`src/rtl/glob_acc_et_maxpool.sv`:
```
// glob_acc_et_maxpool
// Per-neuron datapath behind the global-accumulator control pipeline.
// Partial sums are accumulated with saturation, and each pooled row value is
// offered to a running max that remembers its row index. An early-termination
// (ET) flag compares the accumulator against a threshold. Each pooling window
// publishes its result through a valid/ready output register.
// Every output comes straight from a flop, so no input reaches an output
// combinationally.
module glob_acc_et_maxpool #(
  parameter int IN_W  = 12,
  parameter int ACC_W = 16,
  parameter int RI_W  = 6
) (
  input  logic                    CLK,
  input  logic                    RESET,
  input  logic signed [IN_W-1:0]  psum_in,
  input  logic                    glbctr_latch,
  input  logic                    mxpl_latch,
  input  logic                    mxpl_clr,
  input  logic        [RI_W-1:0]  ri_in,
  input  logic                    et_l1_en,
  input  logic                    et_l1_clr,
  input  logic signed [ACC_W-1:0] et_thr,
  input  logic                    et_l3_en,
  input  logic                    compute_done,
  input  logic                    out_ready,
  output logic                    out_valid,
  output logic signed [ACC_W-1:0] out_max,
  output logic        [RI_W-1:0]  out_ri,
  output logic                    et_flag,
  output logic                    et_stop,
  output logic                    ovf_err
);

  localparam logic signed [ACC_W-1:0] ACC_MIN = {1'b1, {(ACC_W-1){1'b0}}};
  localparam logic signed [ACC_W-1:0] ACC_MAX = {1'b0, {(ACC_W-1){1'b1}}};

  logic signed [ACC_W-1:0] acc_q, acc_d;
  logic signed [ACC_W-1:0] maxVal_q, maxVal_d;
  logic        [RI_W-1:0]  maxRi_q, maxRi_d;
  logic                    maxVld_q, maxVld_d;
  logic                    etFlag_q, etFlag_d;
  logic                    etStop_q, etStop_d;
  logic                    outValid_q, outValid_d;
  logic signed [ACC_W-1:0] outMax_q, outMax_d;
  logic        [RI_W-1:0]  outRi_q, outRi_d;
  logic                    ovf_q, ovf_d;

  logic signed [ACC_W:0]   sumWide;
  logic signed [ACC_W-1:0] cand;
  logic signed [ACC_W-1:0] maxBase;
  logic                    vldBase;
  logic                    etCond;
  logic                    canLoad;

  // Candidate accumulator value: one extra bit catches overflow, which is
  // then clamped to the representable range instead of wrapping.
  always_comb begin
    sumWide = $signed({acc_q[ACC_W-1], acc_q})
            + $signed({{(ACC_W+1-IN_W){psum_in[IN_W-1]}}, psum_in});
    cand = acc_q;
    if (glbctr_latch) begin
      if (sumWide[ACC_W] != sumWide[ACC_W-1]) begin
        cand = sumWide[ACC_W] ? ACC_MIN : ACC_MAX;
      end else begin
        cand = sumWide[ACC_W-1:0];
      end
    end
    acc_d = mxpl_latch ? '0 : cand;
  end

  // Running max: a clear applies first, so a same-cycle latch starts a new
  // window. On a tie the earlier row is kept.
  always_comb begin
    maxBase  = mxpl_clr ? ACC_MIN : maxVal_q;
    vldBase  = mxpl_clr ? 1'b0 : maxVld_q;
    maxVal_d = maxBase;
    maxRi_d  = maxRi_q;
    maxVld_d = vldBase | mxpl_latch;
    if (mxpl_latch && (!vldBase || (cand > maxBase))) begin
      maxVal_d = cand;
      maxRi_d  = ri_in;
    end
  end

  // ET flag: a clear together with an enable reloads the flag from the
  // condition, while an enable alone only accumulates into it. The stop pulse
  // is based on the flag value held before this cycle.
  always_comb begin
    etCond   = (cand < et_thr);
    etFlag_d = etFlag_q;
    if (et_l1_clr && et_l1_en) begin
      etFlag_d = etCond;
    end else if (et_l1_clr) begin
      etFlag_d = 1'b0;
    end else if (et_l1_en) begin
      etFlag_d = etFlag_q | etCond;
    end
    etStop_d = et_l3_en & etFlag_q;
  end

  // Output register: a result loads when the slot is empty or is being
  // accepted in the same cycle. Otherwise the new result is dropped and the
  // overflow sticks.
  always_comb begin
    canLoad    = !outValid_q || out_ready;
    outValid_d = outValid_q;
    outMax_d   = outMax_q;
    outRi_d    = outRi_q;
    ovf_d      = ovf_q;
    if (compute_done) begin
      if (canLoad) begin
        outValid_d = 1'b1;
        outMax_d   = maxVld_d ? maxVal_d : ACC_MIN;
        outRi_d    = maxVld_d ? maxRi_d : '0;
      end else begin
        ovf_d = 1'b1;
      end
    end else if (outValid_q && out_ready) begin
      outValid_d = 1'b0;
    end
  end

  // State registers with asynchronous reset; the max starts most-negative.
  always_ff @(posedge CLK or posedge RESET) begin
    if (RESET) begin
      acc_q      <= '0;
      maxVal_q   <= ACC_MIN;
      maxRi_q    <= '0;
      maxVld_q   <= 1'b0;
      etFlag_q   <= 1'b0;
      etStop_q   <= 1'b0;
      outValid_q <= 1'b0;
      outMax_q   <= '0;
      outRi_q    <= '0;
      ovf_q      <= 1'b0;
    end else begin
      acc_q      <= acc_d;
      maxVal_q   <= maxVal_d;
      maxRi_q    <= maxRi_d;
      maxVld_q   <= maxVld_d;
      etFlag_q   <= etFlag_d;
      etStop_q   <= etStop_d;
      outValid_q <= outValid_d;
      outMax_q   <= outMax_d;
      outRi_q    <= outRi_d;
      ovf_q      <= ovf_d;
    end
  end

  assign out_valid = outValid_q;
  assign out_max   = outMax_q;
  assign out_ri    = outRi_q;
  assign et_flag   = etFlag_q;
  assign et_stop   = etStop_q;
  assign ovf_err   = ovf_q;

endmodule

```
`config.mk`:
```
export PLATFORM = sky130hd
export DESIGN_NAME = glob_acc_et_maxpool
export DESIGN_NICKNAME = d
export VERILOG_FILES = /design/src/rtl/glob_acc_et_maxpool.sv
export SDC_FILE = /design/constraint.sdc
export NUM_CORES = 1
export LEC_CHECK = 0
export ABC_CLOCK_PERIOD_IN_PS = 11100
export CORE_AREA = 2 2 103 105
export CTS_BUF_LIST = sky130_fd_sc_hd__clkbuf_8
export CTS_CLUSTER_SIZE = 25
export DETAILED_ROUTE_END_ITERATION = 8
export DIE_AREA = 0 0 105 107
export GPL_TIMING_DRIVEN = 0
export PLACE_DENSITY = 0.68
export RECOVER_POWER = 100
export SLEW_MARGIN = 20
export SYNTH_ARGS = -nofsm -noshare
export SYNTH_HDL_FRONTEND = slang
export SYNTH_SLANG_ARGS = --single-unit
```
`constraint.sdc`:
```
create_clock -name CLK -period 11.1 [get_ports CLK]
set_clock_uncertainty 0.1 [all_clocks]
set_input_delay 3.33 -clock CLK [delete_from_list [all_inputs] [get_ports CLK]]
set_output_delay 3.33 -clock CLK [all_outputs]
set_load 0.02 [all_outputs]
```
==> impl_metrics.py, run 1 <==
metrics = {
    "die": {
        "dieArea_um2": 11200,
        "core_area_um2": 10100,
        "die_w_um": 105,
        "io_pins": 70,
        "num_rows": 37,
        "die_h_um": 107,
        "initial_utilization": 0.449,
    },
    "final_layout": {
        "syn_to_final_growth_pct": 22.9,
        "drive_gt1_frac": 0.0637,
        "design_area_um2": 5560,
        "regArea_um2": 1630,
        "fillers": 984,
        "final_common_cell": "dfrtp_1",
        "multi_input_area_um2": 2640,
        "final_cell_mix": "64 x dfrtp_1, 49 x ha_1, 46 x nor2_1",
        "nets": 654,
        "diodes": 0,
    },
    "sta": {
        "post-route-period-util": 0.928,
        "max_slew.worst_pin.slew_ns": 2.37,
        "min_period_ns": 10.30,
        "maxSlewViolCount": 45,
        "rsz0062_at_grt": "no",
        "finalSetupTns_ns": 0,
        "max_slew_margin": -0.579,
        "clock.fmax_ghz": 0.0971,
        "hold_viol": 0,
        "finalWorstSetupSlack_ns": 0.797,
        "setup_viol": 0,
    },
    "grt": {
        "grt_pass1_vias": 4045,
        "antenna_found_initial": 0,
        "grt_overflow": 0,
        "track_usage": 0.217,
        "grt_max_degree": 45,
        "grt_pass1_wl_um": 19400,
    },
    "yosys": {
        "synth_edf_count": 0,
        "synth_area_um2": 4530,
        "synthArstFlopShare": 1.00,
        "synth-seq-cells": 65,
        "synth_nets": 575,
        "synth_xor_area_frac": 0.00967,
        "yosysSeqAreaShare": 0.360,
        "synthSimpleGateAreaFrac": 0.165,
        "syn_area_per_cell_um2": 9.41,
        "ys_types": 70,
        "syn_inst": 481,
        "ys_warn_count": 0,
        "synthFlopType": "dfrtp_1",
        "synth-adder-area-share": 0.140,
        "synth_compound_area_frac": 0.216,
        "synthMuxAreaShare": 0.0575,
        "synth_top_family_by_area": "compound AO/OA/AOI/OAI gates",
    },
    "worst_setup_path": {
        "cp-start-kind": "input pin",
        "required_ns": 11.22,
        "critPathKind": "input pin to register",
        "path_delay_family": "compound AO/OA/AOI/OAI gates",
        "crit_chain": "dlygate4sd3_1 -> ha_1 -> a211oi_1 -> o211ai_1 -> nand3_1 -> a21oi_1 -> o31a_1 -> o211a_1 -> or3_1 -> ha_1 -> clkbuf_1 -> inv_1 -> nand2_1 -> nor2_1 -> nor4_1 -> ha_1 -> nand3_1 -> o21bai_1 -> a31oi_1 -> a2111oi_2 -> a211o_1 -> clkbuf_1 -> mux2i_1 -> o21ai_0",
        "worst-path-max-fanout": 10,
        "slowest_stage": "nor4_1",
        "max_stage_delay_ns": 0.72,
        "cp_num_buf_inv": 4,
        "cp_common_cell": "ha_1",
        "crit_path_end_kind": "register",
        "worstPathArrival_ns": 10.42,
    },
    "placement": {
        "hpwlAfterDp_um": 9030,
        "placed_area_um2": 5400,
        "pre_cts_ws_ns": 0.861,
        "portBuffers": 67,
        "place.gp.congestion": 0.877,
    },
    "clock_tree": {
        "clk_pin_slew_ns": 0.08,
        "clk_latency_ns": 0.36,
        "clk_path_buf_depth": 2,
        "clock-root-buffer": "clkbuf_8",
        "clock_sinks": 65,
        "cts_tree": "done",
        "cts_resized": 0,
        "cts-buffers-inserted": 9,
        "cts_setup_buffers": 0,
        "cts_hold_buf": 0,
        "htreeDepth": 3,
    },
    "power": {
        "power_density_nw_per_um2": 253,
        "ir_drop_v": 0.000145,
        "finalPower_w": 0.00141,
        "p_leak_nw": 2.66,
    },
    "routing": {
        "via_per_inst": 5.53,
        "vias": 3875,
        "drc": 0,
        "dr.pass1.iters": 4,
        "drt_iter0_drc": 141,
        "antenna_left": 0,
        "drt-wirelength-per-cell_um": 16.6,
        "wirelength_um": 11600,
    },
    "run_status": {
        "failed_checks": "capacitance limit, slew limit",
        "outcome": "finished, violations left",
    },
    "run": {
        "cap_violations": 1,
    },
    "worst_hold_path": {
        "hold_class": "register to register",
    },
}
==> final timing paths <==
kind / to / start / slack [ns] / depth (start not counted)
min in group asynchronous: out_max[10]$_DFFE_PP0P_ / RESET / 3.51 / 2
setup reg to reg: out_max[4]$_DFFE_PP0P_ / acc_q[1]$_DFF_PP0_ / 3.98 / 23
hold reg to reg: ovf_err$_DFFE_PP0P_ / ovf_err$_DFFE_PP0P_ / 0.38 / 1
max in group asynchronous: maxVal_q[7]$_DFF_PP0_ / RESET / 4.70 / 3
setup / recovery: out_max[4]$_DFFE_PP0P_ / psum_in[1] / 0.80 / 24
hold / removal: ovf_err$_DFFE_PP0P_ / ovf_err$_DFFE_PP0P_ / 0.38 / 1
==> area by class of cell <==
type,count,area share
clock buffers,9,0.0223
flip-flops and latches,65,0.293
plain buffers,15,0.0115
multi-input cells,356,0.474
clock inverters,7,0.0173
repair buffers,68,0.121
well taps,136,0.0306
inverters,45,0.0306
==> worst reg2reg max path, cell delays in order, from the launching register on <==
cell and delay (ns):
dfrtp_1 0.42, ha_1 0.31, a211oi_1 0.33, o211ai_1 0.23, nand3_1 0.15, a21oi_1 0.12, o31a_1 0.28, o211a_1 0.22
or3_1 0.37, ha_1 0.36, clkbuf_1 0.41, inv_1 0.30, nand2_1 0.20, nor2_1 0.06, nor4_1 0.72, ha_1 0.38
nand3_1 0.14, o21bai_1 0.13, a31oi_1 0.16, a2111oi_2 0.56, a211o_1 0.23, clkbuf_1 0.42, mux2i_1 0.30, o21ai_0 0.10
==> kinds of logic after synthesis <==
kind of cell             Yosys count
adder cells (fa/ha/maj)           50
XOR/XNOR                           5
buffers and inverters             60
AND/OR/NAND/NOR                  147
flip-flops                        65
multiplexers                      25
AO/OA/AOI/OAI                    129
==> routing by layer <==
| metal | global-route usage | part of all wire |
|---|---|---|
| met4 | 0.0762 | 0.014 |
| met5 | 0 | 0 |
| met1 | 0.270 | 0.46 |
| met2 | 0.375 | 0.48 |
| met3 | 0.0456 | 0.047 |
==> cells in the mapped netlist (2+ instances only) <==
cell type | number | area [um2]
o32ai_1 | 2 | 17.5
and3_1 | 2 | 12.5
a211oi_2 | 3 | 37.5
a211oi_1 | 5 | 37.5
nand2b_1 | 16 | 100
o211a_1 | 2 | 20.0
and2_1 | 5 | 31.3
o31ai_1 | 4 | 30.0
a22oi_1 | 8 | 60.1
o311a_1 | 2 | 20.0
a21o_1 | 11 | 82.6
o21ai_1 | 2 | 10.0
clkbuf_1 | 11 | 41.3
inv_1 | 45 | 169
nor3_1 | 8 | 40.0
nand3_1 | 13 | 65.1
nor2_1 | 46 | 173
o21ai_0 | 26 | 130
ha_1 | 49 | 613
dfrtp_1 | 64 | 1600
mux2_2 | 8 | 90.1
nor2b_1 | 15 | 93.8
nand3b_1 | 2 | 15.0
nand4_1 | 3 | 18.8
or3_1 | 4 | 25.0
nor4_1 | 2 | 12.5
o211ai_1 | 3 | 22.5
o21a_1 | 3 | 22.5
a311oi_1 | 2 | 17.5
a31oi_1 | 5 | 31.3
o21bai_1 | 3 | 22.5
o22ai_1 | 8 | 50.1
a22o_1 | 9 | 78.8
a21oi_1 | 12 | 60.1
nand2_1 | 24 | 90.1
mux2i_1 | 17 | 170
xnor2_1 | 4 | 35.0
==> where the power goes <==
| group | internal (W) | switching (W) |
|---|---|---|
| sequential | 0.000316 | 0.0000365 |
| combinational | 0.000341 | 0.000489 |
| clock | 0.000126 | 0.000101 |
| total | 0.000783 | 0.000627 |
==> metrics by stage <==
| step | instances | hold slack, ns | util |
|---|---|---|---|
| 2_1_floorplan | 481 | 0.373 | - |
| 3_3_place_gp | 684 | 0.368 | 0.532 |
| 3_5_place_dp | 685 | 0.376 | 0.535 |
| 4_1_cts | 701 | 0.396 | 0.557 |
| 5_1_grt | 701 | 0.413 | 0.551 |
| 6_report | 701 | 0.379 | 0.551 |
==> sequential cells by signal (all words and copies together), names as in the netlist <==
name,flops
et_flag,1
acc_q,16
out_max,16
maxVal_q,16
out_ri,6
ovf_err,1
maxVld_q,1
maxRi_q,6
et_stop,1
out_valid,1
(Power assumes the default switching activity.)
==> run 2, diff against run 1 <==
CORE_AREA = 2 2 90 92   (was 2 2 103 105)
DIE_AREA = 0 0 92 94   (was 0 0 105 107)
PLACE_DENSITY = 0.87   (was 0.68)
==> run 2 against run 1 <==
Highest routed layer unchanged; sequential cell count did not move; sequential share of layout area up 0.15 points; wire length grew 1.8%; clock power barely moved; worst setup slack worse by 0.018 ns; sequential power is 1% higher; first-iteration DRC count grew 74%; the flow still finishes with violations (capacitance limit, slew limit).
==> impl_metrics.py, run 2 (synthesis gave the netlist of run 1 again) <==
metrics = {
    "die": {
        "initial_utilization": 0.595,
        "core_area_um2": 7610,
        "num_rows": 32,
        "dieArea_um2": 8650,
        "die_h_um": 94,
        "io_pins": 70,
        "die_w_um": 92,
    },
    "final_layout": {
        "drive_gt1_frac": 0.0708,
        "regArea_um2": 1630,
        "final_common_cell": "dfrtp_1",
        "layoutNonFillerInstCount": 667,
        "nets": 654,
        "syn_to_final_growth_pct": 22.3,
        "final_cell_mix": "64 x dfrtp_1, 49 x ha_1, 46 x nor2_1",
        "fillers": 538,
        "diodes": 0,
        "multi_input_area_um2": 2640,
    },
    "sta": {
        "max_slew.worst_pin.slew_ns": 1.89,
        "clock.fmax_ghz": 0.0969,
        "max_slew_margin": -0.261,
        "maxSlewViolCount": 37,
        "finalSetupTns_ns": 0,
        "rsz0062_at_grt": "no",
        "post-route-period-util": 0.930,
        "setup_viol": 0,
        "hold_viol": 0,
        "min_period_ns": 10.32,
    },
    "grt": {
        "antenna_found_initial": 0,
        "grt_max_degree": 37,
        "grt_overflow": 0,
        "grt_pass1_vias": 4072,
        "track_usage": 0.289,
        "grt_pass1_wl_um": 19700,
    },
    "worst_setup_path": {
        "cp-start-kind": "input pin",
        "required_ns": 11.28,
        "worstPathArrival_ns": 10.50,
        "worst-path-max-fanout": 10,
        "crit_path_end_kind": "register",
        "critPathKind": "input pin to register",
    },
    "placement": {
        "dp_cells": 651,
        "hpwlAfterDp_um": 8880,
        "place.gp.congestion": 0.919,
        "portBuffers": 67,
    },
    "routing": {
        "drt-wirelength-per-cell_um": 17.8,
        "vias": 4081,
        "wirelength_um": 11800,
        "drt_iter0_drc": 246,
        "antenna_left": 0,
        "via_per_inst": 6.12,
        "dr.pass1.iters": 7,
        "drc": 0,
    },
    "clock_tree": {
        "cts_resized": 0,
        "cts_hold_buf": 0,
        "clk_path_buf_depth": 2,
        "clock-root-buffer": "clkbuf_8",
        "clk_latency_ns": 0.35,
        "clk_pin_slew_ns": 0.07,
        "htreeDepth": 3,
        "cts-buffers-inserted": 9,
        "clock_sinks": 65,
        "cts_tree": "done",
        "cts_setup_buffers": 0,
    },
    "power": {
        "p_leak_nw": 2.67,
        "power_density_nw_per_um2": 258,
        "ir_drop_v": 0.000128,
    },
    "run": {
        "cap_violations": 1,
    },
    "worst_hold_path": {
        "hold_class": "register to register",
    },
    "run_status": {
        "outcome": "finished, violations left",
        "failed_checks": "capacitance limit, slew limit",
    },
}
## run 2: changes by cell type in the layout (fill, tap and decap cells not counted), sizes merged
| cell | before | now |
|---|---|---|
| buf | 1 | 3 |
| clkbuf | 24 | 23 |
| clkinvlp | 3 | 2 |
## run 2: critical path, stage by stage
cell,delay (ns)
dlygate4sd3_1,0.59
ha_1,0.33
a211oi_1,0.35
o211ai_1,0.23
nand3_1,0.14
a21oi_1,0.11
o31a_1,0.29
o211a_1,0.22
or3_1,0.38
ha_1,0.36
clkbuf_1,0.36
inv_1,0.26
o21ai_0,0.65
o22ai_1,0.38
inv_1,0.21
ha_1,0.31
a2111oi_4,0.32
a31oi_2,0.18
a21o_2,0.28
a211oi_4,0.48
buf_6,0.24
mux2i_1,0.34
a2bb2oi_2,0.16
## run 2: final timing paths
path | start | depth (start not counted) | slack (ns) | endpoint
worst min-delay path | ovf_err$_DFFE_PP0P_ | 1 | 0.38 | ovf_err$_DFFE_PP0P_
max in group asynchronous | RESET | 3 | 5.02 | acc_q[15]$_DFF_PP0_
worst min register to register | ovf_err$_DFFE_PP0P_ | 1 | 0.38 | ovf_err$_DFFE_PP0P_
min in group asynchronous | RESET | 2 | 3.59 | out_max[9]$_DFFE_PP0P_
worst max register to register | acc_q[1]$_DFF_PP0_ | 22 | 3.97 | out_max[15]$_DFFE_PP0P_
worst max-delay path | psum_in[1] | 23 | 0.78 | out_max[15]$_DFFE_PP0P_
## run 2: report_power, final
part	leakage (nW)	switching, W	internal (W)
clock	0.113	0.0000960	0.000133
combinational	1.73	0.000502	0.000342
sequential	0.826	0.0000399	0.000316
total	2.67	0.000638	0.000791
## run 2: cell type report
type | count | area share
plain buffers | 15 | 0.0124
clock buffers | 10 | 0.0249
clock inverters | 6 | 0.0163
inverters | 45 | 0.0307
multi-input cells | 356 | 0.477
flip-flops and latches | 65 | 0.294
well taps | 102 | 0.0231
repair buffers | 68 | 0.122
## run 2: through the flow
stage	setup slack [ns]	hold slack (ns)	cell area, um2	total power (W)	utilization
5_1_grt	0.399	0.409	5540	0.00154	0.728
4_1_cts	1.10	0.387	5580	0.00144	0.733
3_5_place_dp	0.870	0.367	5350	0.00120	0.703
6_report	0.780	0.380	5540	0.00143	0.728
2_1_floorplan	2.52	0.373	4530	0.000952	-
3_3_place_gp	1.06	0.367	5330	0.00116	0.700
## run 2: per-layer routing
metal | track usage | routed length (um) | vias up
met5 | 0 | 0 | -
met4 | 0.123 | 360 | 0
met3 | 0.0562 | 832 | 32
met2 | 0.494 | 5790 | 172
met1 | 0.359 | 4870 | 1967
li1 | - | - | 1910
